<file path="config.mk">
export PLATFORM = sky130hd
export DESIGN_NAME = mc_ctrl_fsm_flat
export DESIGN_NICKNAME = d
export VERILOG_FILES = /design/src/rtl/mc_ctrl_pkg.sv /design/src/rtl/mc_ctrl_if.sv /design/src/rtl/mc_ctrl_outdec.sv /design/src/rtl/mc_ctrl_fsm.sv /design/src/flat_wrapper.sv
export SDC_FILE = /design/constraint.sdc
export NUM_CORES = 1
export LEC_CHECK = 0
export ABC_AREA = 1
export BUFFER_PORTS_ARGS = -buffer_cell sky130_fd_sc_hd__buf_2
export CAP_MARGIN = 40
export CORE_UTILIZATION = 35
export CTS_CLUSTER_DIAMETER = 200
export CTS_CLUSTER_SIZE = 28
export DETAILED_ROUTE_END_ITERATION = 10
export PLACE_DENSITY = 0.73
export SLEW_MARGIN = 40
export SYNTH_ARGS = -nofsm -noshare
export SYNTH_HDL_FRONTEND = slang
export SYNTH_SLANG_ARGS = --single-unit
</file>
<file path="constraint.sdc">
create_clock -name clk -period 1.1 [get_ports clk]
set_clock_uncertainty 0.2 [all_clocks]
set_input_delay 0.11 -clock clk [delete_from_list [all_inputs] [get_ports clk]]
set_output_delay 0.11 -clock clk [all_outputs]
set_load 0.03 [all_outputs]
</file>
<file path="src/rtl/mc_ctrl_pkg.sv">
// Shared types and constants for the multi-cycle MIPS main control unit:
// FSM state encoding, opcode values, datapath select encodings and the
// control word passed from the output decoder to the top.
package mc_ctrl_pkg;

  localparam int unsigned OP_W    = 6;
  localparam int unsigned STATE_W = 4;

  typedef enum logic [STATE_W-1:0] {
    S_FETCH     = 4'd0,
    S_DECODE    = 4'd1,
    S_EXEC_R    = 4'd2,
    S_WB_R      = 4'd3,
    S_EXEC_ADDI = 4'd4,
    S_EXEC_ORI  = 4'd5,
    S_WB_I      = 4'd6,
    S_MEM_ADDR  = 4'd7,
    S_MEM_RD    = 4'd8,
    S_WB_MEM    = 4'd9,
    S_MEM_WR    = 4'd10,
    S_BRANCH    = 4'd11,
    S_JUMP      = 4'd12,
    S_JAL       = 4'd13
  } state_e;

  // Supported opcodes (IR[31:26])
  localparam logic [OP_W-1:0] OP_RTYPE = 6'b000000;
  localparam logic [OP_W-1:0] OP_LW    = 6'b100011;
  localparam logic [OP_W-1:0] OP_SW    = 6'b101011;
  localparam logic [OP_W-1:0] OP_BEQ   = 6'b000100;
  localparam logic [OP_W-1:0] OP_ADDI  = 6'b001000;
  localparam logic [OP_W-1:0] OP_ORI   = 6'b001101;
  localparam logic [OP_W-1:0] OP_J     = 6'b000010;
  localparam logic [OP_W-1:0] OP_JAL   = 6'b000011;

  // pc_src: PC input mux
  localparam logic [1:0] PC_SRC_ALU    = 2'b00;
  localparam logic [1:0] PC_SRC_ALUOUT = 2'b01;
  localparam logic [1:0] PC_SRC_JUMP   = 2'b10;

  // reg_dst: destination register index mux
  localparam logic [1:0] REG_DST_RT = 2'b00;
  localparam logic [1:0] REG_DST_RD = 2'b01;
  localparam logic [1:0] REG_DST_RA = 2'b10;

  // Link register selected by REG_DST_RA (lives in the datapath)
  localparam logic [4:0] RA_REG = 5'd31;

  // mem_to_reg: register write-data mux
  localparam logic [1:0] M2R_ALUOUT = 2'b00;
  localparam logic [1:0] M2R_MDR    = 2'b01;
  localparam logic [1:0] M2R_PC     = 2'b10;

  // alu_srcb: ALU operand B mux
  localparam logic [2:0] SRCB_B        = 3'b000;
  localparam logic [2:0] PC_INC_SEL    = 3'b001;
  localparam logic [2:0] SRCB_SEXT     = 3'b010;
  localparam logic [2:0] SRCB_SEXT_SH2 = 3'b011;
  localparam logic [2:0] SRCB_ZEXT     = 3'b100;

  // alu_op: ALU operation class
  localparam logic [1:0] ALU_OP_ADD   = 2'b00;
  localparam logic [1:0] ALU_OP_SUB   = 2'b01;
  localparam logic [1:0] ALU_OP_FUNCT = 2'b10;
  localparam logic [1:0] ALU_OP_OR    = 2'b11;

  // State-decoded control word (everything except the opcode-dependent illegal flag)
  typedef struct packed {
    logic       ir_wr;
    logic       mem_rd;
    logic       mem_wr;
    logic       iord;
    logic       reg_wr;
    logic [1:0] reg_dst;
    logic [1:0] mem_to_reg;
    logic       alu_srca;
    logic [2:0] alu_srcb;
    logic [1:0] alu_op;
    logic [1:0] pc_src;
    logic       pc_en;
  } ctrl_t;

endpackage

</file>
<file path="src/rtl/mc_ctrl_if.sv">
// Control-unit <-> datapath bundle.
// master: control unit (receives opcode/funct/zero, drives selects/enables).
// slave : datapath (drives opcode/funct/zero, receives selects/enables).
interface mc_ctrl_if;
  logic [5:0] opcode;
  logic [5:0] funct;
  logic       zero;
  logic       ir_wr;
  logic       mem_rd;
  logic       mem_wr;
  logic       iord;
  logic       reg_wr;
  logic [1:0] reg_dst;
  logic [1:0] mem_to_reg;
  logic       alu_srca;
  logic [2:0] alu_srcb;
  logic [1:0] alu_op;
  logic [1:0] pc_src;
  logic       pc_en;
  logic       illegal;

  modport master (
    input  opcode, funct, zero,
    output ir_wr, mem_rd, mem_wr, iord, reg_wr, reg_dst, mem_to_reg,
           alu_srca, alu_srcb, alu_op, pc_src, pc_en, illegal
  );

  modport slave (
    output opcode, funct, zero,
    input  ir_wr, mem_rd, mem_wr, iord, reg_wr, reg_dst, mem_to_reg,
           alu_srca, alu_srcb, alu_op, pc_src, pc_en, illegal
  );
endinterface

</file>
<file path="src/rtl/mc_ctrl_outdec.sv">
// Combinational state -> control word decoder.
// Ports: state (current FSM state), zero (ALU zero flag, gates pc_en in BRANCH),
//        ctrl (decoded datapath control word).
module mc_ctrl_outdec
  import mc_ctrl_pkg::*;
(
  input  state_e state,
  input  logic   zero,
  output ctrl_t  ctrl
);

  always_comb begin
    ctrl = '0;
    case (state)
      S_FETCH: begin
        ctrl.mem_rd   = 1'b1;
        ctrl.ir_wr    = 1'b1;
        ctrl.alu_srcb = PC_INC_SEL;
        ctrl.alu_op   = ALU_OP_ADD;
        ctrl.pc_src   = PC_SRC_ALU;
        ctrl.pc_en    = 1'b1;
      end
      // Speculatively compute the branch target into ALUOut
      S_DECODE: begin
        ctrl.alu_srcb = SRCB_SEXT_SH2;
        ctrl.alu_op   = ALU_OP_ADD;
      end
      S_EXEC_R: begin
        ctrl.alu_srca = 1'b1;
        ctrl.alu_srcb = SRCB_B;
        ctrl.alu_op   = ALU_OP_FUNCT;
      end
      S_WB_R: begin
        ctrl.reg_wr     = 1'b1;
        ctrl.reg_dst    = REG_DST_RD;
        ctrl.mem_to_reg = M2R_ALUOUT;
      end
      S_EXEC_ADDI, S_MEM_ADDR: begin
        ctrl.alu_srca = 1'b1;
        ctrl.alu_srcb = SRCB_SEXT;
        ctrl.alu_op   = ALU_OP_ADD;
      end
      S_EXEC_ORI: begin
        ctrl.alu_srca = 1'b1;
        ctrl.alu_srcb = SRCB_ZEXT;
        ctrl.alu_op   = ALU_OP_OR;
      end
      S_WB_I: begin
        ctrl.reg_wr     = 1'b1;
        ctrl.reg_dst    = REG_DST_RT;
        ctrl.mem_to_reg = M2R_ALUOUT;
      end
      S_MEM_RD: begin
        ctrl.mem_rd = 1'b1;
        ctrl.iord   = 1'b1;
      end
      S_WB_MEM: begin
        ctrl.reg_wr     = 1'b1;
        ctrl.reg_dst    = REG_DST_RT;
        ctrl.mem_to_reg = M2R_MDR;
      end
      S_MEM_WR: begin
        ctrl.mem_wr = 1'b1;
        ctrl.iord   = 1'b1;
      end
      // Only output that looks at a live input: branch taken iff A == B
      S_BRANCH: begin
        ctrl.alu_srca = 1'b1;
        ctrl.alu_srcb = SRCB_B;
        ctrl.alu_op   = ALU_OP_SUB;
        ctrl.pc_src   = PC_SRC_ALUOUT;
        ctrl.pc_en    = zero;
      end
      S_JUMP: begin
        ctrl.pc_src = PC_SRC_JUMP;
        ctrl.pc_en  = 1'b1;
      end
      // Register file captures PC (already PC+4) before the PC is overwritten
      S_JAL: begin
        ctrl.pc_src     = PC_SRC_JUMP;
        ctrl.pc_en      = 1'b1;
        ctrl.reg_wr     = 1'b1;
        ctrl.reg_dst    = REG_DST_RA;
        ctrl.mem_to_reg = M2R_PC;
      end
      default: ctrl = '0;
    endcase
  end

endmodule

</file>
<file path="src/rtl/mc_ctrl_fsm.sv">
// Multi-cycle MIPS main control unit: sequences FETCH/DECODE/execute states
// and drives datapath mux selects, write enables and the PC load enable.
// Ports: clk, rst_n (synchronous, active low), bus (mc_ctrl_if.master:
//        opcode/funct/zero in, control word + illegal out).
// Optional MC_CTRL_PERF_EN: adds instr_cnt[31:0] and cycle_cnt[31:0]
//        performance counters.
module mc_ctrl_fsm
  import mc_ctrl_pkg::*;
(
  input  logic         clk,
  input  logic         rst_n,
  mc_ctrl_if.master    bus
`ifdef MC_CTRL_PERF_EN
  ,
  output logic [31:0]  instr_cnt,
  output logic [31:0]  cycle_cnt
`endif
);

  state_e state_q, state_d;
  logic   illegal_op;
  ctrl_t  ctrl, ctrl_g;

  // State register
  always_ff @(posedge clk) begin
    if (!rst_n) state_q <= S_FETCH;
    else        state_q <= state_d;
  end

  // Next-state logic; opcode is only consulted in DECODE and MEM_ADDR
  always_comb begin
    state_d    = S_FETCH;
    illegal_op = 1'b0;
    case (state_q)
      S_FETCH: state_d = S_DECODE;
      S_DECODE: begin
        case (bus.opcode)
          OP_RTYPE:     state_d = S_EXEC_R;
          OP_LW, OP_SW: state_d = S_MEM_ADDR;
          OP_BEQ:       state_d = S_BRANCH;
          OP_ADDI:      state_d = S_EXEC_ADDI;
          OP_ORI:       state_d = S_EXEC_ORI;
          OP_J:         state_d = S_JUMP;
          OP_JAL:       state_d = S_JAL;
          default: begin
            state_d    = S_FETCH;
            illegal_op = 1'b1;
          end
        endcase
      end
      S_EXEC_R:    state_d = S_WB_R;
      S_EXEC_ADDI: state_d = S_WB_I;
      S_EXEC_ORI:  state_d = S_WB_I;
      S_MEM_ADDR:  state_d = (bus.opcode == OP_LW) ? S_MEM_RD : S_MEM_WR;
      S_MEM_RD:    state_d = S_WB_MEM;
      default:     state_d = S_FETCH;
    endcase
  end

  mc_ctrl_outdec u_outdec (
    .state (state_q),
    .zero  (bus.zero),
    .ctrl  (ctrl)
  );

  // Reset quiets every strobe so an abandoned instruction cannot write
  always_comb begin
    ctrl_g = rst_n ? ctrl : '0;
  end

  assign bus.ir_wr      = ctrl_g.ir_wr;
  assign bus.mem_rd     = ctrl_g.mem_rd;
  assign bus.mem_wr     = ctrl_g.mem_wr;
  assign bus.iord       = ctrl_g.iord;
  assign bus.reg_wr     = ctrl_g.reg_wr;
  assign bus.reg_dst    = ctrl_g.reg_dst;
  assign bus.mem_to_reg = ctrl_g.mem_to_reg;
  assign bus.alu_srca   = ctrl_g.alu_srca;
  assign bus.alu_srcb   = ctrl_g.alu_srcb;
  assign bus.alu_op     = ctrl_g.alu_op;
  assign bus.pc_src     = ctrl_g.pc_src;
  assign bus.pc_en      = ctrl_g.pc_en;
  assign bus.illegal    = rst_n & illegal_op;

`ifdef MC_CTRL_PERF_EN
  logic [31:0] instr_cnt_q, instr_cnt_d;
  logic [31:0] cycle_cnt_q, cycle_cnt_d;

  // FETCH never loops on itself, so next==FETCH marks an instruction retiring
  always_comb begin
    cycle_cnt_d = cycle_cnt_q + 32'd1;
    instr_cnt_d = instr_cnt_q;
    if (state_d == S_FETCH) instr_cnt_d = instr_cnt_q + 32'd1;
  end

  always_ff @(posedge clk) begin
    if (!rst_n) begin
      instr_cnt_q <= '0;
      cycle_cnt_q <= '0;
    end else begin
      instr_cnt_q <= instr_cnt_d;
      cycle_cnt_q <= cycle_cnt_d;
    end
  end

  assign instr_cnt = instr_cnt_q;
  assign cycle_cnt = cycle_cnt_q;
`endif

endmodule

</file>
<file path="src/flat_wrapper.sv">
// flat-port wrapper written by rule: the top's interface ports become plain ports
module mc_ctrl_fsm_flat import mc_ctrl_pkg::*;
  (clk, rst_n, bus_opcode, bus_funct, bus_zero, bus_ir_wr, bus_mem_rd, bus_mem_wr, bus_iord, bus_reg_wr, bus_reg_dst, bus_mem_to_reg, bus_alu_srca, bus_alu_srcb, bus_alu_op, bus_pc_src, bus_pc_en, bus_illegal);
  mc_ctrl_if bus_i ();
  input  logic clk;
  input  logic rst_n;
  input wire logic [$bits(bus_i.opcode)-1:0] bus_opcode;
  input wire logic [$bits(bus_i.funct)-1:0] bus_funct;
  input wire logic [$bits(bus_i.zero)-1:0] bus_zero;
  output wire logic [$bits(bus_i.ir_wr)-1:0] bus_ir_wr;
  output wire logic [$bits(bus_i.mem_rd)-1:0] bus_mem_rd;
  output wire logic [$bits(bus_i.mem_wr)-1:0] bus_mem_wr;
  output wire logic [$bits(bus_i.iord)-1:0] bus_iord;
  output wire logic [$bits(bus_i.reg_wr)-1:0] bus_reg_wr;
  output wire logic [$bits(bus_i.reg_dst)-1:0] bus_reg_dst;
  output wire logic [$bits(bus_i.mem_to_reg)-1:0] bus_mem_to_reg;
  output wire logic [$bits(bus_i.alu_srca)-1:0] bus_alu_srca;
  output wire logic [$bits(bus_i.alu_srcb)-1:0] bus_alu_srcb;
  output wire logic [$bits(bus_i.alu_op)-1:0] bus_alu_op;
  output wire logic [$bits(bus_i.pc_src)-1:0] bus_pc_src;
  output wire logic [$bits(bus_i.pc_en)-1:0] bus_pc_en;
  output wire logic [$bits(bus_i.illegal)-1:0] bus_illegal;
  assign bus_i.opcode = bus_opcode;
  assign bus_i.funct = bus_funct;
  assign bus_i.zero = bus_zero;
  assign bus_ir_wr = bus_i.ir_wr;
  assign bus_mem_rd = bus_i.mem_rd;
  assign bus_mem_wr = bus_i.mem_wr;
  assign bus_iord = bus_i.iord;
  assign bus_reg_wr = bus_i.reg_wr;
  assign bus_reg_dst = bus_i.reg_dst;
  assign bus_mem_to_reg = bus_i.mem_to_reg;
  assign bus_alu_srca = bus_i.alu_srca;
  assign bus_alu_srcb = bus_i.alu_srcb;
  assign bus_alu_op = bus_i.alu_op;
  assign bus_pc_src = bus_i.pc_src;
  assign bus_pc_en = bus_i.pc_en;
  assign bus_illegal = bus_i.illegal;
  mc_ctrl_fsm u_core (.clk(clk), .rst_n(rst_n), .bus(bus_i));
endmodule
</file>
### Word-level counts from Yosys, hierarchy flattened

Cells that the tools add are included.

* input bits: 15
* flip-flop bits (word level): 4
* logic and storage cells: 46

* eq/ne operators: 20
* reductions and logical operators: 10
* bitwise operators: 1
* mux-type cells: 14

Operators by type and width (number)
* case mux 5 bit (6 select lines): 1
* case mux 4 bit (7 select lines): 1
* equality test 4 bit (second input constant): 6
* case mux 4 bit (6 select lines): 1
* case mux 5 bit (4 select lines): 1
* 2-to-1 mux 18 bit: 1
* equality test 4 x 3 -> 1 bit (second input constant): 4
* equality test 6 x 2 -> 1 bit (second input constant): 2
* equality test 6 x 4 -> 1 bit (second input constant): 2
* equality test 6 bit (second input constant): 2
* OR reduction 2 bit: 6
* case mux 3 bit (3 select lines): 1
* equality test 4 x 2 -> 1 bit (second input constant): 2
* OR reduction 8 bit: 1
* 2-to-1 mux 1 bit: 7
* equality test 6 x 3 -> 1 bit (second input constant): 1
* zero test 6 bit: 1
* OR reduction 5 bit: 1
* equality test 4 x 1 -> 1 bit (second input constant): 1
* zero test 4 bit: 1
* 2-to-1 mux 2 bit: 1
* bitwise AND 1 bit: 1

### Logic depth before layout (Yosys ltp)

* depth in word-level cells: 5
* depth in mapped cells: 7

### Cells and area by module

A second synthesis with hierarchy kept.

* cell total of the unflattened synthesis: 144
* area total of the unflattened synthesis: 701.9 µm²

Modules (own cells, without submodules)
* mc_ctrl_fsm: area each 501.7 µm², instances 1, cells each 97
* mc_ctrl_outdec: area each 200.2 µm², instances 1, cells each 47

### Worst setup path before layout

No wires, ideal clock.

* path type: register to output
* start point: reg u_core.state_q[0]
* end point: out bus_reg_dst[1]
* setup slack: -0.844 ns
* buffers on the path: 1
* arrival time: 1.634 ns
* required time: 0.790 ns
* cell stages (with the launch flop): 6
* cell sequence: dfxtp_1 -> inv_1 -> nor2_2 -> inv_1 -> nor3_1 -> buf_4

* cells in the longest elaborated chain, start to end: 3
* elaborated cells between the ends (all ways): 6
* classes of those cells: eq/ne (4); mux (2)

Ends and longest elaborated chain
* start, declared: line mc_ctrl_fsm.sv:20 `state_e state_q, state_d;`
* start signal, assigned: line mc_ctrl_fsm.sv:27 `else state_q <= state_d;`
* equality test 4 bit (tied with other cells): line mc_ctrl_outdec.sv:14 `case (state)`
* case mux 5 bit (4 select lines) *: line mc_ctrl_outdec.sv:14
* 2-to-1 mux 18 bit *: line mc_ctrl_fsm.sv:68 `ctrl_g = rst_n ? ctrl : '0;`
* end, declared: line flat_wrapper.sv:15 `output wire logic [$bits(bus_i.reg_dst)-1:0] bus_reg_dst;`

Mark *: on every way between the ends. The rest lies on a longest branch, timed or not.

### Worst setup path in the final report

* start point: reg u_core.state_q[0]
* end point: out bus_alu_op[1]

* cells in the longest elaborated chain, start to end: 4
* elaborated cells between the ends (all ways): 10
* classes of those cells: eq/ne (6); mux (2); reduce/logical (2)

Ends and longest elaborated chain
* equality test 4 x 3 -> 1 bit: line mc_ctrl_outdec.sv:14
* OR reduction 2 bit: line mc_ctrl_outdec.sv:14
* case mux 5 bit (6 select lines) *: line mc_ctrl_outdec.sv:14
* 2-to-1 mux 18 bit *: line mc_ctrl_fsm.sv:68
* end, declared: line flat_wrapper.sv:19 `output wire logic [$bits(bus_i.alu_op)-1:0] bus_alu_op;`

Marks and branches as above.

==> run summary <==
Status: finished with violations
Failing checks: setup timing
Mapped cell area: 489.2 µm²
Yosys cell types: 20
Slew Viols, Final: 0
ANT nets after route: 0
Chip height: 39.39 µm
Fin Setup TNS: -12,360 ps
Largest register FFs: 4
DRT Wirelength: 3807 µm
Commonest cells after routing, fill and taps aside: buf_6 (23), buf_4 (19), nand2_1 (12), nor2_4 (12), a21oi_2 (9)
R2R Path End: u_core.state_q[2]
Post-synth top area cell: dfxtp_1
Hold Crit Class: in2reg
Pre-CTS setup slack: -380.5 ps
Critical path capture point type: output pin
Buffers on Ports: 27
R2r startpoint: u_core.state_q[0]
Register area share after synthesis: 16.37%
Footprint of the multi-input gates: 614.3 µm²
#FFs+latches synth: 4
Most common cell after layout, fill and taps aside: buf_6
Layout net count: 162
Syn avg cell area: 5.204 µm²
Standard-cell rows: 13
Leakage power: 0.5585 nW
Top flop regs: u_core.state_q: 4 flops
Clk root buf: clkbuf_4
H-tree Lvls: 1
Critical path cell sequence: inv_2 -> nor2_4 -> inv_2 -> nor2_4 -> inv_2 -> a21oi_2 -> buf_6
Fmax: 565.0 MHz
Slowest CP cell: dfxtp_4
Diodes inserted: 0
Largest register by flop count: u_core.state_q
CTS tree: built
Largest net degree at the start of global routing: 10
Hold_buf cts: 0
Initial Util: 37.60%
Overall power: 0.9389 mW
Power Density: 751.1 mW/mm²
# setup viols final: 23
# Max-Cap Violations: 0
Sequential Area: 92.59 µm²
Total grt overflow: 0
Post-route cell area: 0.001250 mm²
CTS Buffer Depth: 2
Vias: 1,063
Fin Hold WS: 140.5 ps
Flop2flop setup slack: -430 ps
YS warnings: 0
Worst slew pin tran: 283.4 ps
Critical path startpoint: u_core.state_q[0]
Die ar.: 0.001551 mm²
CP max stage delay: 380 ps
Vias in the first global route: 904
Clk slew on worst S/H paths: 50 ps
CP Launch Type: flop
Worst EP arrival: 1460 ps
Ratio of cells with drive above 1 in the final layout: 73.29%
CP Class: reg2out
Clock Sink Count: 4
Initial antenna violation count: 0
Gate count after technology mapping: 94
Final Util: 96.06%
Tot GR Track Use: 41.63%
Worst rel slew slack: 81.04%
EDFF count, synth: 0
First-pass GRT wire length: 4119 µm
Total CTS buffers: 3
Maximum VDD drop: 0.6130 mV
Syn nets: 109
Final worst-path cycle share: 160.9%
Avg Vias per Cell: 6.602
Reg2reg path depth: 8
RSZ-0062 raised after global routing: true
Crit-path most repeated cell: inv_2
Layout area overhead: 155.5%
Crit path required time: 790 ps
GPL Wtd Cong: 0.8137
Post-DP Area: 939.7 µm²
Initial drt markers: 100
Post-placement cell count: 154
Post-DP HPWL: 1415 µm
FILL cells: 31
Skew-Pair Late Insertion Delay: 250 ps
TritonRoute pass-1 iters: 7
Finished Layout Cells: 161
Die Wd: 39.39 µm
Ys async rst share: 0%
Synth top area share: 16.37%
Core ar.: 0.001301 mm²
Cell depth of the worst hold path: 4
CP Capture Point: bus_alu_op[1]
Ys flop type: dfxtp_1
Hold Vio Cnt, Final: 0
DR DRC count: 0
Tmin final: 1770 ps
Area contributors post-synth: dfxtp_1 (16%), nand2_1 (15%), nor2_1 (13%)
Setup ws final: -669.9 ps
CP Max Fanout: 4
WL/cell: 23.65 µm
I/O pins: 34
-- cell type report --
| class | count | share of cell area (%) |
|---|---|---|
| multi-input cells | 74 | 49.15 |
| well taps | 15 | 1.502 |
| repair buffers | 50 | 35.34 |
| clock buffers | 4 | 2.102 |
| flip-flops and latches | 4 | 7.407 |
| inverters | 14 | 4.505 |
-- routing by layer --
metal	share of wire, %	up-vias	global-route usage [%]
met1	31	468	39.53
met3	12	58	9.091
met2	44	127	78.33
met4	12	0	27.59
met5	0	-	0
li1	-	410	-
-- timing repair --
action,CTS,global route
pin swaps,15,10
endpoints found under the hold margin,0,0
resized for setup,63,14
setup buffers,5,0
setup endpoints to repair,23,23
cloned,0,0
-- synthesized netlist by cell type, types with 2 or more instances --
cell type / instances
inv_1: 13
nand4_1: 2
nand3_1: 7
a31oi_1: 2
nand2_1: 20
a21oi_1: 11
nor2_1: 17
nand2_2: 2
nor3_1: 3
nor2_2: 4
dfxtp_1: 4
-- worst min path at each step --
stage | startpoint | end | slack, ps
global placement | bus_opcode[5] | u_core.state_q[1] | 310
floorplan | bus_opcode[5] | u_core.state_q[1] | 160
detailed placement | bus_opcode[5] | u_core.state_q[1] | 310
global route | bus_opcode[5] | u_core.state_q[1] | 150
CTS | bus_opcode[5] | u_core.state_q[1] | 80
finish | bus_opcode[5] | u_core.state_q[1] | 140
-- power by group --
group          internal [mW]  switching [mW]  leakage, nW
combinational          0.209           0.324        0.508
clock                  0.139          0.0990       0.0150
sequential             0.152          0.0169       0.0352
total                  0.499           0.440        0.558
-- critical path, delay by kind of cell (launching register included) --
family                 cells  cell delay (ps)
flip-flops                 1              380
AND/OR/NAND/NOR            2              290
AO/OA/AOI/OAI              1              170
buffers and inverters      4              360
-- logic make-up after synthesis --
logic type      share of synthesized area, %
compound gates                         17.64
buf+inv                                13.04
flops                                  16.37
simple gates                           52.94
Power figures use the tool's default switching activity.
